===== src/rtl/pipeline_hazard_sequencer.sv =====
// Stall/flush sequencer for the 5-stage RV32 pipeline: arbitrates dmem wait
// states, load-use interlocks, decode redirects and imem wait states.
module pipeline_hazard_sequencer #(
  parameter int unsigned DMEM_TIMEOUT = 255
) (
  input  logic        clk,
  input  logic        reset,
  input  logic        redirect_valid,
  input  logic [31:0] redirect_pc,
  input  logic [4:0]  Rs1address,
  input  logic [4:0]  Rs2address,
  input  logic        use_rs1D,
  input  logic        use_rs2D,
  input  logic        branchD,
  input  logic        MemReadE,
  input  logic        MemReadM,
  input  logic [4:0]  RdEAddress,
  input  logic [4:0]  RdMAddress,
  input  logic        mem_req_M,
  input  logic        imem_ready,
  input  logic        dmem_ready,
  output logic        StallF,
  output logic        StallD,
  output logic        StallE,
  output logic        StallM,
  output logic        FlushD,
  output logic        FlushE,
  output logic        pc_redirect_valid,
  output logic [31:0] pc_redirect,
  output logic        dmem_timeout,
  output logic [31:0] stall_cycles,
  output logic [31:0] redirect_count
);

  localparam logic [1:0] RUN           = 2'd0;
  localparam logic [1:0] DMEM_WAIT     = 2'd1;
  localparam logic [1:0] REDIRECT_HOLD = 2'd2;
  localparam logic [15:0] TIMEOUT_CNT  = 16'(DMEM_TIMEOUT);

  logic [1:0]  state, state_nxt;
  logic [31:0] pend_pc;
  logic [15:0] wait_cnt, wait_cnt_inc;
  logic        lu, bl, hz;
  logic        wait_cycle, accept_redirect, latch_pend;

  // Load in E feeding any D operand, or load in M feeding a D-stage compare.
  assign lu = MemReadE && (RdEAddress != 5'd0) &&
              (((RdEAddress == Rs1address) && use_rs1D) ||
               ((RdEAddress == Rs2address) && use_rs2D));
  assign bl = branchD && MemReadM && (RdMAddress != 5'd0) &&
              (((RdMAddress == Rs1address) && use_rs1D) ||
               ((RdMAddress == Rs2address) && use_rs2D));
  assign hz = lu || bl;

  assign wait_cnt_inc = (wait_cnt == 16'hFFFF) ? wait_cnt : wait_cnt + 16'd1;

  always_comb begin
    // NOTE: every signal driven here gets a default first, so no path can infer a latch.
    state_nxt         = state;
    StallF            = 1'b0;
    StallD            = 1'b0;
    StallE            = 1'b0;
    StallM            = 1'b0;
    FlushD            = 1'b0;
    FlushE            = 1'b0;
    pc_redirect_valid = 1'b0;
    pc_redirect       = 32'd0;
    wait_cycle        = 1'b0;
    accept_redirect   = 1'b0;
    latch_pend        = 1'b0;
    if (!reset) begin
      case (state)
        RUN: begin
          if (mem_req_M && !dmem_ready) begin
            {StallF, StallD, StallE, StallM} = 4'b1111;
            wait_cycle = 1'b1;
            state_nxt  = DMEM_WAIT;
          end else if (hz) begin
            // Operands are not valid yet, so any redirect this cycle is untrustworthy.
            StallF = 1'b1;
            StallD = 1'b1;
            FlushE = 1'b1;
          end else if (redirect_valid) begin
            FlushD            = 1'b1;
            pc_redirect_valid = 1'b1;
            pc_redirect       = redirect_pc;
            accept_redirect   = 1'b1;
            if (!imem_ready) begin
              StallF     = 1'b1;
              latch_pend = 1'b1;
              state_nxt  = REDIRECT_HOLD;
            end
          end else if (!imem_ready) begin
            StallF = 1'b1;
            FlushD = 1'b1;
          end
        end
        DMEM_WAIT: begin
          if (dmem_ready) begin
            state_nxt = RUN;
          end else begin
            {StallF, StallD, StallE, StallM} = 4'b1111;
            wait_cycle = 1'b1;
          end
        end
        REDIRECT_HOLD: begin
          // D holds a bubble, so hazards and new redirects are irrelevant here.
          FlushD            = 1'b1;
          pc_redirect_valid = 1'b1;
          pc_redirect       = pend_pc;
          StallF            = !imem_ready;
          if (imem_ready) state_nxt = RUN;
        end
        default: state_nxt = RUN;
      endcase
    end
  end

  always_ff @(posedge clk or posedge reset) begin
    if (reset) begin
      state          <= RUN;
      pend_pc        <= 32'd0;
      wait_cnt       <= 16'd0;
      dmem_timeout   <= 1'b0;
      stall_cycles   <= 32'd0;
      redirect_count <= 32'd0;
    end else begin
      // NOTE: non-blocking assignments so every register samples pre-edge values.
      state <= state_nxt;
      if (latch_pend) pend_pc <= redirect_pc;
      // wait_cnt counts wait cycles including the one that entered DMEM_WAIT.
      if (wait_cycle) begin
        wait_cnt <= wait_cnt_inc;
        if (wait_cnt_inc >= TIMEOUT_CNT) dmem_timeout <= 1'b1;
      end else if (state == DMEM_WAIT) begin
        wait_cnt <= 16'd0;
      end
      if (accept_redirect) redirect_count <= redirect_count + 32'd1;
      if (StallF) stall_cycles <= stall_cycles + 32'd1;
    end
  end

endmodule


===== config.mk =====
export PLATFORM = sky130hd
export DESIGN_NAME = pipeline_hazard_sequencer
export DESIGN_NICKNAME = d
export VERILOG_FILES = /design/src/rtl/pipeline_hazard_sequencer.sv
export SDC_FILE = /design/constraint.sdc
export NUM_CORES = 1
export LEC_CHECK = 0
export ABC_AREA = 1
export CAP_MARGIN = 20
export CORE_ASPECT_RATIO = 1.5
export CORE_MARGIN = 4
export CORE_UTILIZATION = 47
export DETAILED_ROUTE_END_ITERATION = 6
export HOLD_SLACK_MARGIN = 0.15
export PLACE_DENSITY = 0.78
export SYNTH_ARGS = -nofsm -noshare
export SYNTH_HDL_FRONTEND = slang
export SYNTH_SLANG_ARGS = --single-unit
export TNS_END_PERCENT = 1

===== constraint.sdc =====
create_clock -name clk -period 6.5 [get_ports clk]
set_clock_uncertainty 0.15 [all_clocks]
set_input_delay 1.625 -clock clk [delete_from_list [all_inputs] [get_ports clk]]
set_output_delay 1.625 -clock clk [all_outputs]
set_load 0.05 [all_outputs]

After elaboration in Yosys (flattened, before gate mapping)

Cells that the tools add are included.
Widths: inputs -> output; s select.

Add/subtract/negate cells: 3
$lt $le $gt $ge: 1
Equality and inequality tests: 12
Mux-type cells: 48
Bitwise logic cells: 1
Reductions and logical operators: 21

Operators with widths:

| cell                  | count |
|---|---|
| $mux 32               | 4 |
| $add 32x1->32 const B | 2 |
| $pmux 32 s2           | 1 |
| $mux 16               | 3 |
| $mux 1                | 28 |
| $eq 5x5->1            | 4 |
| $add 16x1->16 const B | 1 |
| $eq 16x16->1 const B  | 1 |
| $ge 16x8->1 const B   | 1 |
| $mux 2                | 6 |
| $logic_and 1x1->1     | 10 |
| $reduce_bool 5->1     | 2 |
| $ne 3x3->1 const B    | 3 |
| $pmux 1 s2            | 4 |
| $pmux 2 s3            | 1 |
| $reduce_and 6->1      | 1 |
| $ne 2x2->1 const B    | 2 |
| $logic_or 1x1->1      | 3 |
| $pmux 1 s3            | 1 |
| $eq 2x1->1 const B    | 1 |
| $eq 2x2->1 const B    | 1 |
| $logic_not 1->1       | 2 |
| $logic_not 2->1       | 1 |
| $reduce_and 2->1      | 1 |
| 2 further kinds       | 2 |

Bits in registers: 115
Input port bits: 63
Output and inout bits: 104
Logic and storage cells: 92

Longest topological paths before layout

Depth in word-level cells: 9
Gate-level depth with buffers: 14
Depth with buffers taken out: 13

Least setup slack after synthesis

No wires, ideal clock.

Path kind: input port to flip-flop
From: in reset
To: reg stall_cycles[11]
Setup time: 84 ps
Data arrival time: 5631 ps
Required time: 6266 ps
Slack: 635 ps
Stages on the path: 4
Path buffers: 1
Cell sequence: clkinv_1 -> clkbuf_1 -> nand3_1 -> nand2_1

Longest elaborated chain between the ends: 1

RTL lines:

| item                 | RTL line | text |
|---|---|---|
| start, declared      | 7        | `input logic reset,` |
| $mux 1               | 71       | `if (!reset) begin` |
| end signal, assigned | 139      | `if (StallF) stall_cycles <= stall_cycles + 32'd1;` |
| end, declared        | 31       | `output logic [31:0] stall_cycles,` |

No other way between the ends.
A chain may end at the register's enable or synchronous reset.

Worst setup path in the final report

From: in RdEAddress[1]
To: out FlushD

Longest elaborated chain between the ends: 9
Elaborated cells on any way between the ends: 13
Classes of those cells: 2 x eq/ne; 4 x mux; 7 x reduce/logical

RTL lines:

| item                                 | RTL line | text |
|---|---|---|
| start, declared                      | 17       | `input logic [4:0] RdEAddress,` |
| $eq 5x5->1 (on tied branches)        | 48, 49   |  |
| $logic_and 1x1->1 (on tied branches) | 48, 49   |  |
| $logic_or 1x1->1                     | 48       | `(((RdEAddress == Rs1address) && use_rs1D) \|\|` |
| $logic_and 1x1->1 (*)                | 47       | `assign lu = MemReadE && (RdEAddress != 5'd0) &&` |
| $logic_or 1x1->1 (*)                 | 53       | `assign hz = lu \|\| bl;` |
| $mux 1 (*)                           | 78       | `end else if (hz) begin` |
| $mux 1 (*)                           | 74       | `if (mem_req_M && !dmem_ready) begin` |
| $pmux 1 s2 (*)                       | 72       | `case (state)` |
| $mux 1 (*)                           | 71       |  |
| end, declared                        | 26       | `output logic FlushD,` |

Every way passes the cells marked *; elsewhere a longest branch is shown, timed or not.

==> insert_results.sql <==
INSERT INTO impl_metrics (metric_group, metric, value, unit) VALUES
('run_status', 'status', 'finished clean', ''),
('drt', 'drt_first_pass_iters', '5', ''),
('synthesis', 'muxShareOfSynthArea', '0', '%'),
('layout', 'finish.instance_area', '9913', 'um2'),
('layout', 'syn2layout_area_growth', '30.01', '%'),
('cts', 'h-tree-depth', '4', ''),
('synthesis', 'synth_enable_flop_cells', '0', ''),
('hold_path', 'worst_min_path_class', 'reg2reg', ''),
('synthesis', 'synth_xor_area_share', '6.892', '%'),
('floorplan', 'die_height', '164.0', 'um'),
('synthesis', 'ys_seq_elements', '115', ''),
('sta', 'min_period', '5.645', 'ns'),
('setup_path', 'critical_path.startpoint_type', 'input port', ''),
('power_and_ir_drop', 'p_switching', '0.001592', 'W'),
('power_and_ir_drop', 'cell_internal_pwr', '0.001934', 'W'),
('power_and_ir_drop', 'cellLeakagePower', '4.604', 'nW'),
('setup_path', 'critical_path_required', '4.72', 'ns'),
('cts', 'cts_num_sinks', '115', ''),
('setup_path', 'worst-path-max-fanout', '4', ''),
('layout', 'mostFrequentLayoutCell', 'sky130_fd_sc_hd__nand2_1', ''),
('synthesis', 'count_of_cell_types_in_the_netlist', '35', ''),
('grt', 'grt_max_degree', '89', ''),
('sta', 'finalSetupViolCount', '0', ''),
('floorplan', 'core_area', '15770', 'um2'),
('floorplan', 'rows', '56', ''),
('grt', 'grt_antenna_before_repair', '0', ''),
('power_and_ir_drop', 'switching_share', '45.15', '%'),
('drt', 'ant_nets', '0', ''),
('power_and_ir_drop', 'power_frac_clock', '26.6', '%'),
('sta', 'timing.hold.ws', '0.3147', 'ns'),
('run', 'cap_viol_max_count', '0', ''),
('power_and_ir_drop', 'power_per_cell_area', '355.8', 'nW/um2'),
('synthesis', 'sequential_fraction_of_the_synthesis_area', '37.74', '%'),
('setup_path', 'worstPathCellList', 'clkdlybuf4s50_1, nand2_1, nand2_1, nor2_1, nand3_1, nand2_1, nand2_1, nand2_2, inv_2, nand3_1, a21oi_1, clkdlybuf4s50_1', ''),
('layout', 'layout.cells.most_common_list', 'sky130_fd_sc_hd__nand2_1, sky130_fd_sc_hd__nand3_1, sky130_fd_sc_hd__clkdlybuf4s50_1', ''),
('cts', 'clock-root-buffer', 'sky130_fd_sc_hd__clkbuf_16', ''),
('cts', 'tritoncts', 'yes', ''),
('floorplan', 'top_level_ports', '167', ''),
('cts', 'post_cts_resize_count', '0', ''),
('cts', 'cts_buffer_depth', '2', ''),
('setup_path', 'start_to_end_type_of_the_worst_setup_path', 'in2out', ''),
('drt', 'wl_per_cell', '14.86', 'um'),
('place', 'placed_cell_area', '9329', 'um2'),
('grt', 'gr-total-overflow', '0', ''),
('setup_path', 'path_delay_family', 'buffers and inverters', ''),
('drt', 'initialDrtViolationCount', '566', ''),
('grt', 'grt_pass1_wl', '37.00', 'mm'),
('sta', 'fin_crit_sh', '86.84', '%'),
('grt', 'grt_use_total', '24.42', '%'),
('sta', 'grt_setup_unrepaired', 'false', ''),
('synthesis', 'synth_simple_gate_area_share', '40.71', '%'),
('setup_path', 'critical_path.endpoint_type', 'primary output', ''),
('power_and_ir_drop', 'ir_drop', '0.2296', 'mV'),
('place', 'place_congestion', '0.9344', ''),
('power_and_ir_drop', 'power.share.sequential', '30.4', '%'),
('setup_path', 'cp_num_buf_inv', '3', ''),
('setup_path', 'critical_path.slowest_cell', 'sky130_fd_sc_hd__clkdlybuf4s50_1', ''),
('cts', 'cts_setup_buffers', '0', ''),
('cts', 'tritoncts.num_buffers', '17', ''),
('place', 'buffer_ports.inserted', '166', ''),
('sta', 'worst_slew_pin_slew', '1.027', 'ns'),
('sta', 'worst_slew_slack_as_a_fraction_of_its_limit', '31.46', '%'),
('synthesis', 'postSynthAreaPerCell', '6.718', 'um2'),
('synthesis', 'main_synth_ff_type', 'sky130_fd_sc_hd__dfrtp_1', ''),
('drt', 'drt-total-wl', '22.35', 'mm'),
('floorplan', 'initial_utilization', '48.37', '%'),
('synthesis', 'synth.net_count', '1201', ''),
('synthesis', 'synth_top_area_share', '37.74', '%'),
('synthesis', 'count_of_mapped_cells_out_of_synthesis', '1135', ''),
('synthesis', 'synth_top_family_by_area', 'simple AND/OR/NAND/NOR gates', ''),
('floorplan', 'floorplan.die.width', '112.0', 'um');
## registers in the layout, indices dropped and copies added, names as in the netlist
name / cells
dmem_timeout: 1
pend_pc: 32
redirect_count: 32
stall_cycles: 32
state: 2
wait_cnt: 16
## synth_stat cells, types with 3 or more instances
master,n
sky130_fd_sc_hd__buf_2,19
sky130_fd_sc_hd__o22ai_1,4
sky130_fd_sc_hd__nor2_2,3
sky130_fd_sc_hd__ha_1,3
sky130_fd_sc_hd__a21oi_1,39
sky130_fd_sc_hd__nand2_1,420
sky130_fd_sc_hd__buf_6,3
sky130_fd_sc_hd__clkbuf_1,14
sky130_fd_sc_hd__buf_4,5
sky130_fd_sc_hd__nor4_1,3
sky130_fd_sc_hd__inv_1,93
sky130_fd_sc_hd__nor3_1,30
sky130_fd_sc_hd__nor2_1,96
sky130_fd_sc_hd__o21ai_1,20
sky130_fd_sc_hd__nand4_1,26
sky130_fd_sc_hd__xor2_1,49
sky130_fd_sc_hd__dfrtp_1,115
sky130_fd_sc_hd__o21ai_0,22
sky130_fd_sc_hd__nand3_1,134
sky130_fd_sc_hd__inv_2,8
sky130_fd_sc_hd__xnor2_1,11
## per-layer routing
| metal | part of all wire [%] | routed length [um] | track usage [%] | vias to the layer above |
|---|---|---|---|---|
| met3 | 3.4 | 757 | 3.760 | 57 |
| met4 | 3.6 | 812 | 10.93 | 0 |
| li1 | - | - | - | 3946 |
| met2 | 54 | 12020 | 45.22 | 197 |
| met5 | 0 | 0 | 0 | - |
| met1 | 39 | 8759 | 27.53 | 3725 |
## layout make-up
type | count | area [um2]
well taps | 203 | 254.0
multi-input cells | 877 | 4145
flip-flops and latches | 115 | 2878
clock buffers | 18 | 429.2
repair buffers | 175 | 1664
fillers | 1455 | 5852
inverters | 102 | 387.9
clock inverters | 14 | 155.1
## per-stage QoR
stage	setup slack, ns	utilization [%]	cells
floorplan	1.290	-	1135
global placement	0.8285	59.17	1472
detailed placement	0.8555	59.17	1472
CTS	0.8466	62.88	1504
global route	0.6835	62.88	1504
finish	0.8554	62.88	1504
## power groups by stage
stage	registers (W)	logic [W]	clock network, W
2_1_floorplan	0.00129	0.000848	0
3_3_place_gp	0.00108	0.00151	0
3_5_place_dp	0.00108	0.00153	0
4_1_cts	0.00107	0.00153	0.000950
5_1_grt	0.00110	0.00164	0.000988
6_report	0.00107	0.00152	0.000938
## cell families after synthesis
group / after synthesis
AOI/OAI and AO/OA: 89
DFF: 115
adders and majority gates: 3
buffers and inverters: 143
and+or+nand+nor: 725
xor gates and xnor gates: 60
## worst reg2reg max path, stage by stage, from the launching register on
cell and delay, ns:
sky130_fd_sc_hd__dfrtp_1 0.42, sky130_fd_sc_hd__nor2_2 0.20, sky130_fd_sc_hd__inv_2 0.09, sky130_fd_sc_hd__nor2_8 0.11, sky130_fd_sc_hd__inv_2 0.06, sky130_fd_sc_hd__nor2_4 0.61, sky130_fd_sc_hd__nand3_1 0.84, sky130_fd_sc_hd__o21ai_0 0.40
sky130_fd_sc_hd__nand2_1 0.09
## worst paths after layout
kind	startpoint	to	slack, ns	depth (start not counted)
min	dmem_timeout	dmem_timeout	0.31	2
min reg2reg	dmem_timeout	dmem_timeout	0.31	2
max reg2reg	state[1]	redirect_count[17]	3.40	8
max in group asynchronous	reset	stall_cycles[6]	2.59	5
max	RdEAddress[1]	FlushD	0.86	12
min in group asynchronous	reset	wait_cnt[3]	2.13	4
Power figures use the tool's default switching activity.
